--- src/rtl/mat_loader.sv ---
// Byte-stream loader: packs four bytes per word little-endian and writes matrix A then B,
// then optionally kicks matmul_top once it reports ready.
module mat_loader #(
  parameter int unsigned       ADDR_W        = 10,
  parameter logic [ADDR_W-1:0] BASE_A        = 'h000,
  parameter logic [ADDR_W-1:0] BASE_B        = 'h100,
  parameter int unsigned       WORDS_PER_MAT = 4
) (
  input  logic              clk_i,
  input  logic              rst_ni,
  input  logic              start_i,
  input  logic              abort_i,
  input  logic              auto_kick_i,
  input  logic              in_valid_i,
  input  logic [7:0]        in_data_i,
  output logic              in_ready_o,
  output logic              mem_en_write_o,
  output logic [ADDR_W-1:0] mem_addr_o,
  output logic [31:0]       mem_data_o,
  input  logic              matmul_ready_i,
  output logic              kick_start_o,
  output logic              busy_o,
  output logic              done_o
);

  localparam int unsigned WcW = $clog2(WORDS_PER_MAT);

  typedef enum logic [2:0] {
    StIdle, StLoadA, StLoadB, StWaitRdy, StKick, StDone
  } state_e;

  state_e            state_q;
  logic [1:0]        byte_cnt_q;
  logic [WcW-1:0]    word_cnt_q;
  logic [23:0]       pack_q;
  logic              auto_kick_q;
  logic              in_ready_q, mem_en_write_q, kick_q, busy_q, done_q;
  logic [ADDR_W-1:0] mem_addr_q;
  logic [31:0]       mem_data_q;

  logic accept, byte_last, word_last;

  assign accept    = in_valid_i & in_ready_q;
  assign byte_last = (byte_cnt_q == 2'd3);
  assign word_last = (word_cnt_q == WcW'(WORDS_PER_MAT - 1));

  always_ff @(posedge clk_i or negedge rst_ni) begin
    if (!rst_ni) begin
      state_q        <= StIdle;
      byte_cnt_q     <= '0;
      word_cnt_q     <= '0;
      pack_q         <= '0;
      auto_kick_q    <= 1'b0;
      in_ready_q     <= 1'b0;
      mem_en_write_q <= 1'b0;
      mem_addr_q     <= '0;
      mem_data_q     <= '0;
      kick_q         <= 1'b0;
      busy_q         <= 1'b0;
      done_q         <= 1'b0;
    end else begin
      mem_en_write_q <= 1'b0;
      kick_q         <= 1'b0;
      done_q         <= 1'b0;
      if (abort_i && (state_q != StIdle)) begin
        // A partial word is simply forgotten; a write issued last cycle has already gone out.
        state_q    <= StIdle;
        in_ready_q <= 1'b0;
        busy_q     <= 1'b0;
        byte_cnt_q <= '0;
        word_cnt_q <= '0;
      end else begin
        unique case (state_q)
          StIdle: begin
            if (start_i) begin
              state_q     <= StLoadA;
              in_ready_q  <= 1'b1;
              busy_q      <= 1'b1;
              byte_cnt_q  <= '0;
              word_cnt_q  <= '0;
              auto_kick_q <= auto_kick_i;
            end
          end
          StLoadA, StLoadB: begin
            if (accept) begin
              byte_cnt_q <= byte_cnt_q + 2'd1;
              pack_q     <= {in_data_i, pack_q[23:8]};
              if (byte_last) begin
                mem_en_write_q <= 1'b1;
                mem_addr_q     <= ((state_q == StLoadA) ? BASE_A : BASE_B) + ADDR_W'(word_cnt_q);
                mem_data_q     <= {in_data_i, pack_q};
                word_cnt_q     <= word_cnt_q + 1'b1;
                if (word_last) begin
                  if (state_q == StLoadA) begin
                    state_q <= StLoadB;
                  end else begin
                    in_ready_q <= 1'b0;
                    state_q    <= auto_kick_q ? StWaitRdy : StDone;
                  end
                end
              end
            end
          end
          StWaitRdy: begin
            if (matmul_ready_i) begin
              state_q <= StKick;
              kick_q  <= 1'b1;
            end
          end
          StKick: begin
            state_q <= StDone;
            done_q  <= 1'b1;
          end
          StDone: begin
            // Entered without a kick, done is raised one cycle later so it trails the last write.
            if (done_q) begin
              state_q <= StIdle;
              busy_q  <= 1'b0;
            end else begin
              done_q <= 1'b1;
            end
          end
          default: state_q <= StIdle;
        endcase
      end
    end
  end

  assign in_ready_o     = in_ready_q;
  assign mem_en_write_o = mem_en_write_q;
  assign mem_addr_o     = mem_addr_q;
  assign mem_data_o     = mem_data_q;
  assign kick_start_o   = kick_q;
  assign busy_o         = busy_q;
  assign done_o         = done_q;

endmodule

--- config.mk ---
export PLATFORM = sky130hd
export DESIGN_NAME = mat_loader
export DESIGN_NICKNAME = d
export VERILOG_FILES = /design/src/rtl/mat_loader.sv
export SDC_FILE = /design/constraint.sdc
export NUM_CORES = 1
export LEC_CHECK = 0
export CAP_MARGIN = 20
export CORE_ASPECT_RATIO = 1.1
export CORE_MARGIN = 2
export CORE_UTILIZATION = 46
export DETAILED_ROUTE_END_ITERATION = 8
export HOLD_SLACK_MARGIN = 0.05
export PLACE_DENSITY = 0.8
export SLEW_MARGIN = 10
export SYNTH_ARGS = -nofsm -noshare
export SYNTH_HDL_FRONTEND = slang
export SYNTH_SLANG_ARGS = --single-unit
--- constraint.sdc ---
create_clock -name clk_i -period 1.8 [get_ports clk_i]
set_clock_uncertainty 0.15 [all_clocks]
set_input_delay 0.36 -clock clk_i [delete_from_list [all_inputs] [get_ports clk_i]]
set_output_delay 0.36 -clock clk_i [all_outputs]
set_load 0.03 [all_outputs]
## After elaboration in Yosys (flattened, before gate mapping)

Index checks and enable logic that the tools add are counted.

| storage, ports and cells | value |
|---|---|
| flip-flop bits (word level) | 79 |
| bits of input ports | 15 |
| output and inout port bits | 47 |
| word-level logic and storage cells | 84 |

| cells by class | value |
|---|---|
| $add $sub $neg | 3 |
| equal/unequal tests | 14 |
| muxes and demuxes | 39 |
| bitwise gates (word level) | 2 |
| reduce and logical (&&, ||, !) cells | 14 |

Operators by type and width:

| operator | number |
|---|---|
| 3-bit two-way mux | 9 |
| 3-bit != test (second input constant) | 7 |
| 1-bit two-way mux | 17 |
| 3-bit one-hot mux with 5 select lines | 1 |
| 2-bit two-way mux | 6 |
| 3-bit AND reduction | 4 |
| 6-bit AND reduction | 2 |
| 9-bit by 2-bit adder with 10-bit output | 1 |
| 9-bit two-way mux | 1 |
| 3-bit nonzero test | 3 |
| 2-bit one-hot mux with 2 select lines | 2 |
| 4-bit AND reduction | 2 |
| 3-bit by 2-bit equality test with 1-bit output (second input constant) | 2 |
| 3-bit equality test (second input constant) | 2 |
| 1-bit one-hot mux with 2 select lines | 3 |
| 2-bit by 1-bit adder with 2-bit output (second input constant) | 2 |
| 2-bit equality test (second input constant) | 2 |
| 3-bit by 1-bit equality test with 1-bit output (second input constant) | 1 |
| 3-bit logical NOT | 1 |
| 2-bit OR reduction | 1 |
| 1-bit AND | 1 |
| 1-bit logical AND | 1 |
| 1-bit inverter | 1 |

## Longest topological paths before layout

| depth | value |
|---|---|
| depth in word-level cells | 7 |
| mapped depth | 6 |
| gate-level depth less buffers | 6 |

## Worst setup path after synthesis

OpenSTA, ideal clock, no wires.

| path | value |
|---|---|
| path type | register to register |
| start point | register in_ready_q, in the netlist in_ready_o |
| end point | register pack_q[16] |
| library setup time | 125 ps |
| data arrival time | 1616 ps |
| required time | 1525 ps |
| path slack | -91 ps |
| stages on the path, launching flop included | 5 |
| path buffers | 1 |
| period minus slack after synthesis | 1891 ps |
| path through | dfrtp_1 > nand2_1 > nor4_4 > buf_6 > mux2_2 |

| between the ends | value |
|---|---|
| cells in the longest elaborated chain, start to end | 2 |

Ends and longest elaborated chain:

| item | line | text |
|---|---|---|
| start: declaration | 37 | `logic in_ready_q, mem_en_write_q, kick_q, busy_q, done_q;` |
| start signal: assignment | 54 | `in_ready_q <= 1'b0;` |
| start signal: assignment | 68 | `in_ready_q <= 1'b0;` |
| start signal: assignment | 77 | `in_ready_q <= 1'b1;` |
| 1-bit AND | 43 | `assign accept = in_valid_i & in_ready_q;` |
| 3-bit AND reduction (no source line) | - |  |
| end signal: assignment | 87 | `pack_q <= {in_data_i, pack_q[23:8]};` |
| end: declaration | 35 | `logic [23:0] pack_q;` |

Every way passes these cells.
A chain may end at the register's enable or synchronous reset.

## Worst setup path after layout

| path | value |
|---|---|
| start point | register byte_cnt_q[0] |
| end point | register mem_addr_q[0], in the netlist mem_addr_o[0] |

| between the ends | value |
|---|---|
| cells in the longest elaborated chain, start to end | 2 |

Ends and longest elaborated chain:

| item | line | text |
|---|---|---|
| start: declaration | 33 | `logic [1:0] byte_cnt_q;` |
| start signal: assignment | 86 | `byte_cnt_q <= byte_cnt_q + 2'd1;` |
| 2-bit equality test | 44 | `assign byte_last = (byte_cnt_q == 2'd3);` |
| 4-bit AND reduction (no source line) | - |  |
| end signal: assignment | 90 | `mem_addr_q <= ((state_q == StLoadA) ? BASE_A : BASE_B) + ADDR_W'(word_cnt_q);` |
| end: declaration | 38 | `logic [ADDR_W-1:0] mem_addr_q;` |

Every way passes these cells.

==> metrics.md <==
| Metric | Value |
|---|---|
| CP Launch Type | flip-flop |
| Die Ht | 88.5 µm |
| Initial Util | a little under half |
| Detailed placer's ending HPWL | 3790 µm |
| Required @ worst endpoint | 1.86 ns |
| Vias | 1910 |
| Clock latency on the worst-skew pair | 0.33 ns |
| Layout cells sized above 1 | 37.7% |
| Mapped Area | 2990 µm² |
| Mapped Avg Cell Area | 14.0 µm² |
| Register area share after synthesis | 60.3% |
| Critical path fanouts, max | 13 |
| Run status | complete, no violations |
| Overall Power | 4.39 mW |
| Total Routing Usage GR | 17.1% |
| Longest Clk Path Bufs | 2 |
| Routed vias/inst | 5.03 |
| Die Width | 80.9 µm |
| CTS sink cnt | 72 |
| Worst vdd ir | 0.648 mV |
| Placer congestion estimate | 0.850 |
| 1st-iter DRT viols | just over 90 |
| Max-slew violation count | 0 |
| Critical path arrival | approximately 1.9 ns |
| # IOs | 62 |
| Vias in the first global route | 1867 |
| Yosys cell types | 36 |
| PwrDens | 1080 nW/µm² |
| RSZ-0062 raised after global routing | true |
| Row Count | 30 |
| Number of diodes | 0 |
| Initial antenna violation count | 0 |
| Max Clk Rate | 0.560 GHz |
| Synthesized netlist cell count | 214 |
| Drt total wl | 5910 µm |
| Post-Route Setup TNS | 0 ns |
| Clock transition at path regs | about 0.07 ns |
| Final Hold Fails | 0 |
| Max_cap viols | 0 |
| PortBufs | 54 |
| Post-DRT Antenna Nets | 0 |
| Final #Nets | 312 |
| Period minus WS final | 1.79 ns |
| Leakage | 2.12 nW |
| First-pass GRT wire length | around 9100 µm |
| Crit Path Category | reg -> reg |
| Detailed Routing Iterations Pass 1 | 4 |
| Cell count after placement | about 360 |
| Overflow left after global routing | 0 |
| Non-Filler Instances | 380 |
| Synth-to-Final Area Change | 36.0% |
| DR DRC count | 0 |
| Yosys warning count | 0 |
| Finish-stage setup viols | 0 |
| Die ar. | 7160 µm² |
| Crit. End Element | flip-flop |
| Wire length per cell | 15.6 µm |
| Root Driver | clkbuf_8 |
| Post-route cell area | 4070 µm² |
| CTS tree | done |
| Num CTS Buffers | 9 |
| Largest net degree at the start of global routing | 37 |
| Final worst-path cycle share | between 90% and 100% |
| Core area | 6230 µm² |
| Hold Path Class | in -> reg |
| Seq cells post-synth | 72 |
| Htree depth | 3 |
| Cell area after placement | 3720 µm² |
kinds of logic after synthesis:
logic type / after synthesis / share of synthesized area (%)
buf+inv: 23 / 4.73
compound gates: 20 / 4.60
xor+xnor: 2 / 0.837
flops: 72 / 60.3
fa+ha+maj: 2 / 0.837
mux: 60 / 22.5
other cells: 1 / 0.125
simple gates: 34 / 6.07
where the power goes:
group | switching, mW | leakage (nW) | internal [mW]
logic | 0.346 | 1.06 | 0.508
registers | 0.225 | 0.954 | 1.93
clock network | 0.559 | 0.108 | 0.819
path summary, 6_finish.rpt:
check	from	end	slack, ns	depth (start not counted)
worst min register to register	mem_data_o[1]	mem_data_o[1]	0.35	1
worst min-delay path	abort_i	done_o	0.28	3
max in group asynchronous	rst_ni	mem_data_o[4]	0.67	3
worst max-delay path	byte_cnt_q[0]	mem_addr_o[0]	0.01	5
min in group asynchronous	rst_ni	auto_kick_q	0.30	2
worst max register to register	byte_cnt_q[0]	mem_addr_o[0]	0.01	5
Yosys cell counts:
cell type  count  area, µm²
or2_2          1       6.26
buf_4          9       67.6
inv_2          1       3.75
nand4_1        1       6.26
and2_0         1       6.26
o31a_1         1       8.76
a31o_2         2       17.5
inv_1          4       15.0
o2bb2ai_1      1       8.76
o211ai_1       1       7.51
nand3_1        4       20.0
nor4_4         1       21.3
mux2i_1        2       20.0
buf_2          5       25.0
a2bb2oi_1      1       8.76
xor2_1         1       8.76
xnor2_2        1       16.3
dfrtp_1       72       1800
nand2b_1       1       6.26
nor3_1         6       30.0
o21ai_0        5       25.0
ha_1           2       25.0
nor4b_1        1       8.76
buf_6          2       22.5
nor4_1         1       6.26
a2111oi_2      1       15.0
nand2_1        9       33.8
a21o_1         1       7.51
a21oi_1        6       30.0
or4_1          1       7.51
clkbuf_1       2       7.51
nor2_1         6       22.5
conb_1         1       3.75
o22a_1         1       8.76
and3_1         1       6.26
mux2_2        58        653
cell type report:
| type | instances | area, µm² |
|---|---|---|
| well taps | 80 | 100 |
| flip-flops and latches | 72 | 1810 |
| clock inverters | 3 | 65.1 |
| clock buffers | 13 | 149 |
| fillers | 486 | 2160 |
| multi-input cells | 125 | 1150 |
| repair buffers | 82 | 778 |
| inverters | 5 | 18.8 |
metrics by stage:
stage	setup WS [ns]	util [%]	hold WS (ns)
2_1_floorplan	-0.0657	-	-0.0856
6_report	0.0142	65.3	0.280
5_1_grt	-0.0508	65.3	0.288
3_3_place_gp	-0.314	59.7	0.107
3_5_place_dp	-0.331	59.7	0.110
4_1_cts	-0.000669	62.5	0.300
critical path, stage by stage, from the launching register on:
cell and delay [ns]:
dfrtp_1 0.38, ha_1 0.21, and3_1 0.15, nand3_1 0.15
buf_4 0.25, mux2_2 0.36
state kept, by name, summed over array words and instances (netlist names):
| signal | flops |
|---|---|
| mem_data_o | 32 |
| pack_q | 24 |
| mem_addr_o | 3 |
| state_q | 3 |
| byte_cnt_q | 2 |
| word_cnt_q | 2 |
| auto_kick_q | 1 |
| busy_o | 1 |
| done_o | 1 |
| in_ready_o | 1 |
| kick_start_o | 1 |
| mem_en_write_o | 1 |
routing by layer:
layer,global-route usage [%],part of all wire [%],vias up
li1,-,-,907
met1,21.9,43,941
met2,26.8,50,53
met3,4.90,5.2,9
met4,8.32,1.2,0
met5,0,0,-
placed cells by master, fill, tap and decap left out, drive strengths merged, types with 5 or more instances in the layout:
cell type / netlist / final
clkbuf: 2 / 15
inv: 5 / 5
o21ai: 5 / 5
nor2: 6 / 6
dfrtp: 72 / 72
nor3: 6 / 6
clkdlybuf4s50: 0 / 12
a21oi: 6 / 6
buf: 16 / 26
dlygate4sd2: 0 / 40
nand2: 9 / 9
mux2: 58 / 58
conb: 1 / 7
what timing repair did:
item / in CTS / in global routing
gates cloned: 0 / 3
resized for setup: 43 / 21
hold buffers: 1 / 0
endpoints found under the setup margin: 45 / 54
pin swaps: 0 / 4
endpoints found under the hold margin: 18 / 0
buffers inserted: 0 / 4
Power figures use the tool's default switching activity.
